**src/rtl/ifid_stage_ctrl.sv**
```systemverilog
// -----------------------------------------------------------------------------
// ifid_stage_ctrl
//
// Fetch-side control for a classic 5-stage pipeline. This block owns:
//   - the program counter
//   - the IF/ID pipeline register
//   - a consecutive-stall watchdog
//
// Each clock edge takes exactly one action, in this priority order:
//   stall  : hold pc and IF/ID. Any flush is ignored, because the branch
//            that raised it is itself waiting on stalled operands.
//   flush  : redirect pc to the word-aligned branch_target and squash IF/ID.
//   advance: pc <= pc+4, and capture imem_instr into IF/ID.
//
// There is no valid/ready handshake here. stall and flush are level
// requests that are sampled on every rising edge of clk.
//
// Ports:
//   clk, rst_n     rising-edge clock; asynchronous active-low reset
//   stall          hold request from the hazard unit
//   flush          taken branch/jump resolved in ID
//   branch_target  redirect address (used when flush=1)
//   imem_instr     instruction memory data for address pc
//   pc             current fetch address (registered, always word aligned)
//   ifid_instr     IF/ID instruction (registered)
//   ifid_pc_plus4  IF/ID PC+4 (registered)
//   ifid_valid     IF/ID holds a real instruction (registered)
//   pc_write       PC update enable (combinational, = !stall)
//   idex_bubble    zero the ID/EX control lines this cycle (combinational)
//   stall_count    consecutive stall cycles, saturating at 255 (registered)
//   stall_timeout  sticky watchdog flag, cleared only by reset (registered)
// -----------------------------------------------------------------------------
module ifid_stage_ctrl #(
  parameter logic [31:0] RESET_PC  = 32'h0000_0000,
  parameter logic [7:0]  MAX_STALL = 8'd15
) (
  input  logic        clk,
  input  logic        rst_n,
  input  logic        stall,
  input  logic        flush,
  input  logic [31:0] branch_target,
  input  logic [31:0] imem_instr,
  output logic [31:0] pc,
  output logic [31:0] ifid_instr,
  output logic [31:0] ifid_pc_plus4,
  output logic        ifid_valid,
  output logic        pc_write,
  output logic        idex_bubble,
  output logic [7:0]  stall_count,
  output logic        stall_timeout
);

  // pc[1:0] is tied low both at reset and on every redirect.
  localparam logic [31:0] RESET_PC_ALIGNED = {RESET_PC[31:2], 2'b00};
  localparam logic [7:0]  TIMEOUT_AT       = MAX_STALL - 8'd1;

  logic [31:0] pc_plus4;

  // The sum deliberately wraps modulo 2^32 (0xFFFF_FFFC -> 0x0000_0000).
  assign pc_plus4 = pc + 32'd4;

  assign pc_write    = !stall;
  assign idex_bubble = stall || !ifid_valid;

  // PC and IF/ID register
  always_ff @(posedge clk or negedge rst_n) begin
    if (!rst_n) begin
      pc            <= RESET_PC_ALIGNED;
      ifid_instr    <= 32'h0000_0000;
      ifid_pc_plus4 <= 32'h0000_0000;
      ifid_valid    <= 1'b0;
    end else if (stall) begin
      pc            <= pc;
      ifid_instr    <= ifid_instr;
      ifid_pc_plus4 <= ifid_pc_plus4;
      ifid_valid    <= ifid_valid;
    end else if (flush) begin
      pc            <= {branch_target[31:2], 2'b00};
      ifid_instr    <= 32'h0000_0000;
      ifid_pc_plus4 <= 32'h0000_0000;
      ifid_valid    <= 1'b0;
    end else begin
      pc            <= pc_plus4;
      ifid_instr    <= imem_instr;
      ifid_pc_plus4 <= pc_plus4;
      ifid_valid    <= 1'b1;
    end
  end

  // Stall watchdog
  always_ff @(posedge clk or negedge rst_n) begin
    if (!rst_n) begin
      stall_count   <= 8'd0;
      stall_timeout <= 1'b0;
    end else if (stall) begin
      if (stall_count != 8'hFF) begin
        stall_count <= stall_count + 8'd1;
      end
      // Fires on the MAX_STALL-th consecutive stall edge, then sticks.
      if (stall_count == TIMEOUT_AT) begin
        stall_timeout <= 1'b1;
      end
    end else begin
      stall_count <= 8'd0;
    end
  end

endmodule

```
**config.mk**
```make
export PLATFORM = sky130hd
export DESIGN_NAME = ifid_stage_ctrl
export DESIGN_NICKNAME = d
export VERILOG_FILES = /design/src/rtl/ifid_stage_ctrl.sv
export SDC_FILE = /design/constraint.sdc
export NUM_CORES = 1
export LEC_CHECK = 0
export CAP_MARGIN = 20
export CORE_ASPECT_RATIO = 1.4
export CORE_MARGIN = 2
export CORE_UTILIZATION = 49
export DETAILED_ROUTE_END_ITERATION = 8
export PLACE_DENSITY_LB_ADDON = 0.05
export SLEW_MARGIN = 20
export SYNTH_ARGS = -nofsm -noshare
export SYNTH_HDL_FRONTEND = slang
export SYNTH_SLANG_ARGS = --single-unit
```
**constraint.sdc**
```tcl
create_clock -name clk -period 5.65 [get_ports clk]
set_input_delay 1.13 -clock clk [delete_from_list [all_inputs] [get_ports clk]]
set_output_delay 1.13 -clock clk [all_outputs]
set_load 0.05 [all_outputs]
```
Word-level counts from Yosys, hierarchy flattened
Index checks and enable logic that the tools add are counted.

Register bits after elaboration: 106. Input bits: 68. Output and inout bits: 108. Logic and storage cells: 21.

$add $sub $neg: 2. Eq/ne operators: 3. Muxes and demuxes: 6. Reduce and logical (&&, ||, !) cells: 4.

Operator list (number): $mux W32 (3); $add A32 B3 Y32 const B (1); $mux W8 (2); $add A8 B1 Y8 const B (1); $eq A8 B4 Y1 const B (1); $ne A8 B8 Y1 const B (1); $logic_not A1 Y1 (2); $ne A2 B1 Y1 const B (1); $reduce_and A2 Y1 (1); $logic_or A1 B1 Y1 (1); $mux W1 (1).

Depth between registers and ports, before layout
Depth in word-level cells: 3. Gate-level depth with buffers: 7. Gate-level depth less buffers: 6.

Worst setup path before layout
Ideal clock, no wire load.

Kind: input to output. Start: input port stall. End: output port idex_bubble. Data arrival time: 2615 ps. Path slack: 1905 ps. Stages on the path: 4. Path buffers: 2. Cell sequence: clkbuf_1 -> clkinv_1 -> clkbuf_1 -> nand2_1.

Longest elaborated chain between the ends: 1.

RTL lines: from (decl) (line 39) `input logic stall,`; $logic_or A1 B1 Y1 (line 63) `assign idex_bubble = stall || !ifid_valid;`; to (decl) (line 48) `output logic idex_bubble,`.

No other way between the ends.

Final worst setup path
Ends and elaborated chain as after synthesis.

==> summary.md <==
| Metric | Value |
|---|---|
| Maximum level of the CTS H-tree | 3 |
| Share of layout cells above drive strength 1 | 5.11% |
| Total of warnings raised by yosys | 0 |
| Vias per Instance | 5.44 |
| End of the worst hold path | stall_timeout$_DFFE_PN0P_ |
| Largest area contributor in the synthesized netlist | sky130_fd_sc_hd__dfrtp_1 |
| Largest stage delay on the critical path | 820 ps |
| Layout fillers | 837 |
| TritonCTS clock tree | yes |
| Clock Tree Buf Depth | 2 |
| CTS Hold Bufs | 0 |
| Clock transition at path regs | 70 ps |
| Routability congestion estimate | 0.794 |
| Post-DP Area | 6800 µm² |
| Number of buffers added by the clock tree synthesis step | 9 |
| Tightest hold margin | 472 ps |
| Detailed-route wire length per cell | 15.8 µm |
| Fin Clk Skew | 10.4 ps |
| Floorplan die width | 90.2 µm |
| Synth async-reset ratio | 100% |
| Critical path buffer and inverter count | 3 |
| Area of all placed cells without fillers | 7120 µm² |
| CTS resizes | 0 |
| Number of pins exceeding their max-slew limit in the final report | 0 |
| Post-placement worst setup slack | 1200 ps |
| Most frequent cell after synthesis | sky130_fd_sc_hd__nand2_1 |
| Cell types with the highest counts after synthesis | 118 x sky130_fd_sc_hd__nand2_1, 103 x sky130_fd_sc_hd__dfrtp_1, 68 x sky130_fd_sc_hd__o21ai_0 |
| Path type of the worst min-delay path | flip-flop to flip-flop |
| Synth top area cells | sky130_fd_sc_hd__dfrtp_1 51%, sky130_fd_sc_hd__nand2_1 8.7%, sky130_fd_sc_hd__o21ai_0 6.7% |
| Worst slew margin relative to its limit | 43.9% |
| Post-layout total power | 2.23 mW |
| Number of synthesized flops with an enable pin | 0 |
| Final cell count without fillers | 843 |
| Maxcap violations | 0 |
| Count of input and output buffers | 171 |
| Number of failing setup endpoints in the final timing report | 0 |
| Worst min-delay path startpoint | stall_timeout$_DFFE_PN0P_ |
| Number of synthesized register bits | 103 |
| Result of the run | complete, no violations |
| Clock tree root driver cell | sky130_fd_sc_hd__clkbuf_16 |
| Starting density of the core | 49.7% |
| Cell count after synthesis | 553 |
| CTS sink count | 103 |
| Setup repair after global routing missed its margin | false |
| Reg2Reg Launch Point | pc[5]$_DFFE_PN0N_ |
| Die Y-Extent | 125 µm |
| Kind of cell with the highest combined delay on the critical path | buffers and inverters |
| Cell chain of the critical path | buf_4 > clkinv_1 > nand2_1 > clkdlybuf4s50_1 |
| Proportion of synthesized chip area in sequential cells | 50.6% |
| Detailed Route WL | 13300 µm |
| Crit-path slowest cell | sky130_fd_sc_hd__clkdlybuf4s50_1 |
| Distinct cells, synth | 53 |
| Global-route wire length before repair | 22000 µm |
| Number of antenna violations at the first check in global routing | 0 |
| Length of the first detailed-routing pass in iterations | 5 |
| Required time reported for the critical path endpoint | 4520 ps |
| Number of rows in the core area | 44 |
| Depth of the most critical reg-to-reg path | 5 |
| Total power divided by cell area | 314 nW/µm² |
| Mean cell area of the mapped netlist | 9.21 µm² |
| Buffers inserted by post-CTS timing repair | 0 |
| Largest net degree at the start of global routing | 72 |
| Worst Setup Slack, final | 1190 ps |
| Maximum ir drop on the vdd rail | 169 µV |
| Antenna-violating nets left | 0 |
| Final clock period utilization by the worst path | 78.9% |
| Shortest clock period the worst path allows after layout | 4460 ps |
| Leakage power summed over all cells | 3.02 nW |
| Top-Level Pins | 176 |
| Via count of the first global-routing pass | 4528 |
| Hold Violations, Final | 0 |
| Setup TNS | 0 ps |
| Core outline area | 10200 µm² |
| Final global-route overflow total | 0 |
| Diode insertion count for antenna repair | 0 |
| Overall Global Routing Usage | 23.9% |
| Residual DRC | 0 |
| Floorplan die area | 11200 µm² |
| DPL Wire Length | 9250 µm |
| WP data arrival | 3330 ps |
| Path type of the worst setup path | input port to output pin |
| Commonest register cell after synthesis | sky130_fd_sc_hd__dfrtp_1 |
| Setup slack on the worst flop-to-flop path | 3410 ps |
| Final net count | 771 |
| Max Fanout on Critical Path | 68 |
| Hold path cells | 1 |
| Iteration-0 DRC Markers | 281 |
| Upper clock frequency limit | 224 MHz |
| Startpoint of the most critical setup path | stall |
| Mapped Area | 5090 µm² |
| Transition at the pin with the smallest max-transition slack | 841 ps |
| Clock latency on the worst-skew pair | 350 ps |
| Layout overhead on the synthesized area | 39.7% |
| Reg2reg end | ifid_pc_plus4[21]$_DFFE_PN0N_ |
| Fraction of synthesized cell area taken by the top area cell type | 50.6% |
| Number of instances in the placed design | 827 |
| Endpoint class of the critical path | output pin |
| Total vias in the final route | 4584 |
| Worst Setup Start Kind | input port |
| Fin util | 69.5% |
==> cell usage in the layout (no fill, tap or decap), types with 3 or more instances in the layout <==
master / synthesis / routed
sky130_fd_sc_hd__a31oi_1: 3 / 3
sky130_fd_sc_hd__o311ai_0: 3 / 3
sky130_fd_sc_hd__xor2_1: 8 / 8
sky130_fd_sc_hd__nand3_1: 23 / 23
sky130_fd_sc_hd__dfrtp_1: 103 / 103
sky130_fd_sc_hd__a22o_1: 9 / 9
sky130_fd_sc_hd__a21oi_1: 11 / 11
sky130_fd_sc_hd__mux2i_1: 6 / 6
sky130_fd_sc_hd__clkdlybuf4s50_1: 0 / 169
sky130_fd_sc_hd__nor2b_1: 6 / 6
sky130_fd_sc_hd__buf_4: 5 / 6
sky130_fd_sc_hd__nand2_1: 118 / 118
sky130_fd_sc_hd__inv_1: 9 / 9
sky130_fd_sc_hd__clkbuf_16: 0 / 9
sky130_fd_sc_hd__nand4_1: 12 / 12
sky130_fd_sc_hd__and4_1: 3 / 3
sky130_fd_sc_hd__and3_1: 10 / 10
sky130_fd_sc_hd__xnor2_1: 18 / 18
sky130_fd_sc_hd__a22oi_1: 22 / 22
sky130_fd_sc_hd__ha_1: 3 / 3
sky130_fd_sc_hd__nor2_1: 31 / 29
sky130_fd_sc_hd__or3_1: 5 / 5
sky130_fd_sc_hd__o21ai_0: 68 / 68
sky130_fd_sc_hd__nor3_1: 7 / 7
==> report_power, final <==
group          switching (mW)  total, mW  internal, mW
clock                   0.270      0.637         0.367
combinational           0.442      0.688         0.246
sequential             0.0955      0.910         0.814
total                   0.808       2.23          1.43
==> sequential cells by signal (all words and copies together) (netlist names) <==
name	flops
ifid_instr	32
ifid_pc_plus4	31
pc	30
stall_count	8
ifid_valid	1
stall_timeout	1
==> kinds of logic after synthesis <==
group	synth area share [%]
fa+ha+maj	0.737
simple gates	21.8
mux	1.40
xor+xnor	4.47
other cells	0.0736
compound gates	15.8
flops	50.6
buf+inv	5.08
==> worst max-delay path by stage <==
stage | depth (start not counted) | slack (ps) | end
floorplan | 4 | 1910 | idex_bubble
global placement | 4 | 1220 | idex_bubble
detailed placement | 4 | 1200 | idex_bubble
CTS | 4 | 1190 | idex_bubble
global route | 4 | 960 | idex_bubble
finish | 4 | 1190 | idex_bubble
==> routing by layer <==
layer / GRT usage, % / vias up / part of all wire (%)
met5: 0 / - / 0
met4: 8.42 / 0 / 1.8
met3: 5.99 / 19 / 6.5
met2: 41.3 / 132 / 52
met1: 29.1 / 2221 / 39
li1: - / 2212 / -
==> worst register-to-register path, delay by kind of cell (launching register included) <==
| family | cells | cell delay, ps |
|---|---|---|
| compound gates | 1 | 200 |
| xor+xnor | 1 | 180 |
| flops | 1 | 520 |
| simple gates | 3 | 1230 |
==> layout make-up <==
type / count / area (µm²) / share of cell area [%]
Sequential cell: 103 / 2580 / 36.2
Multi-Input combinational cell: 400 / 2280 / 32.0
Timing Repair Buffer: 175 / 1740 / 24.4
Clock buffer: 11 / 253 / 3.55
Tap cell: 138 / 173 / 2.43
Clock inverter: 5 / 56.3 / 0.791
Inverter: 11 / 41.3 / 0.580
No activity file was read; power rests on OpenSTA's default activity.
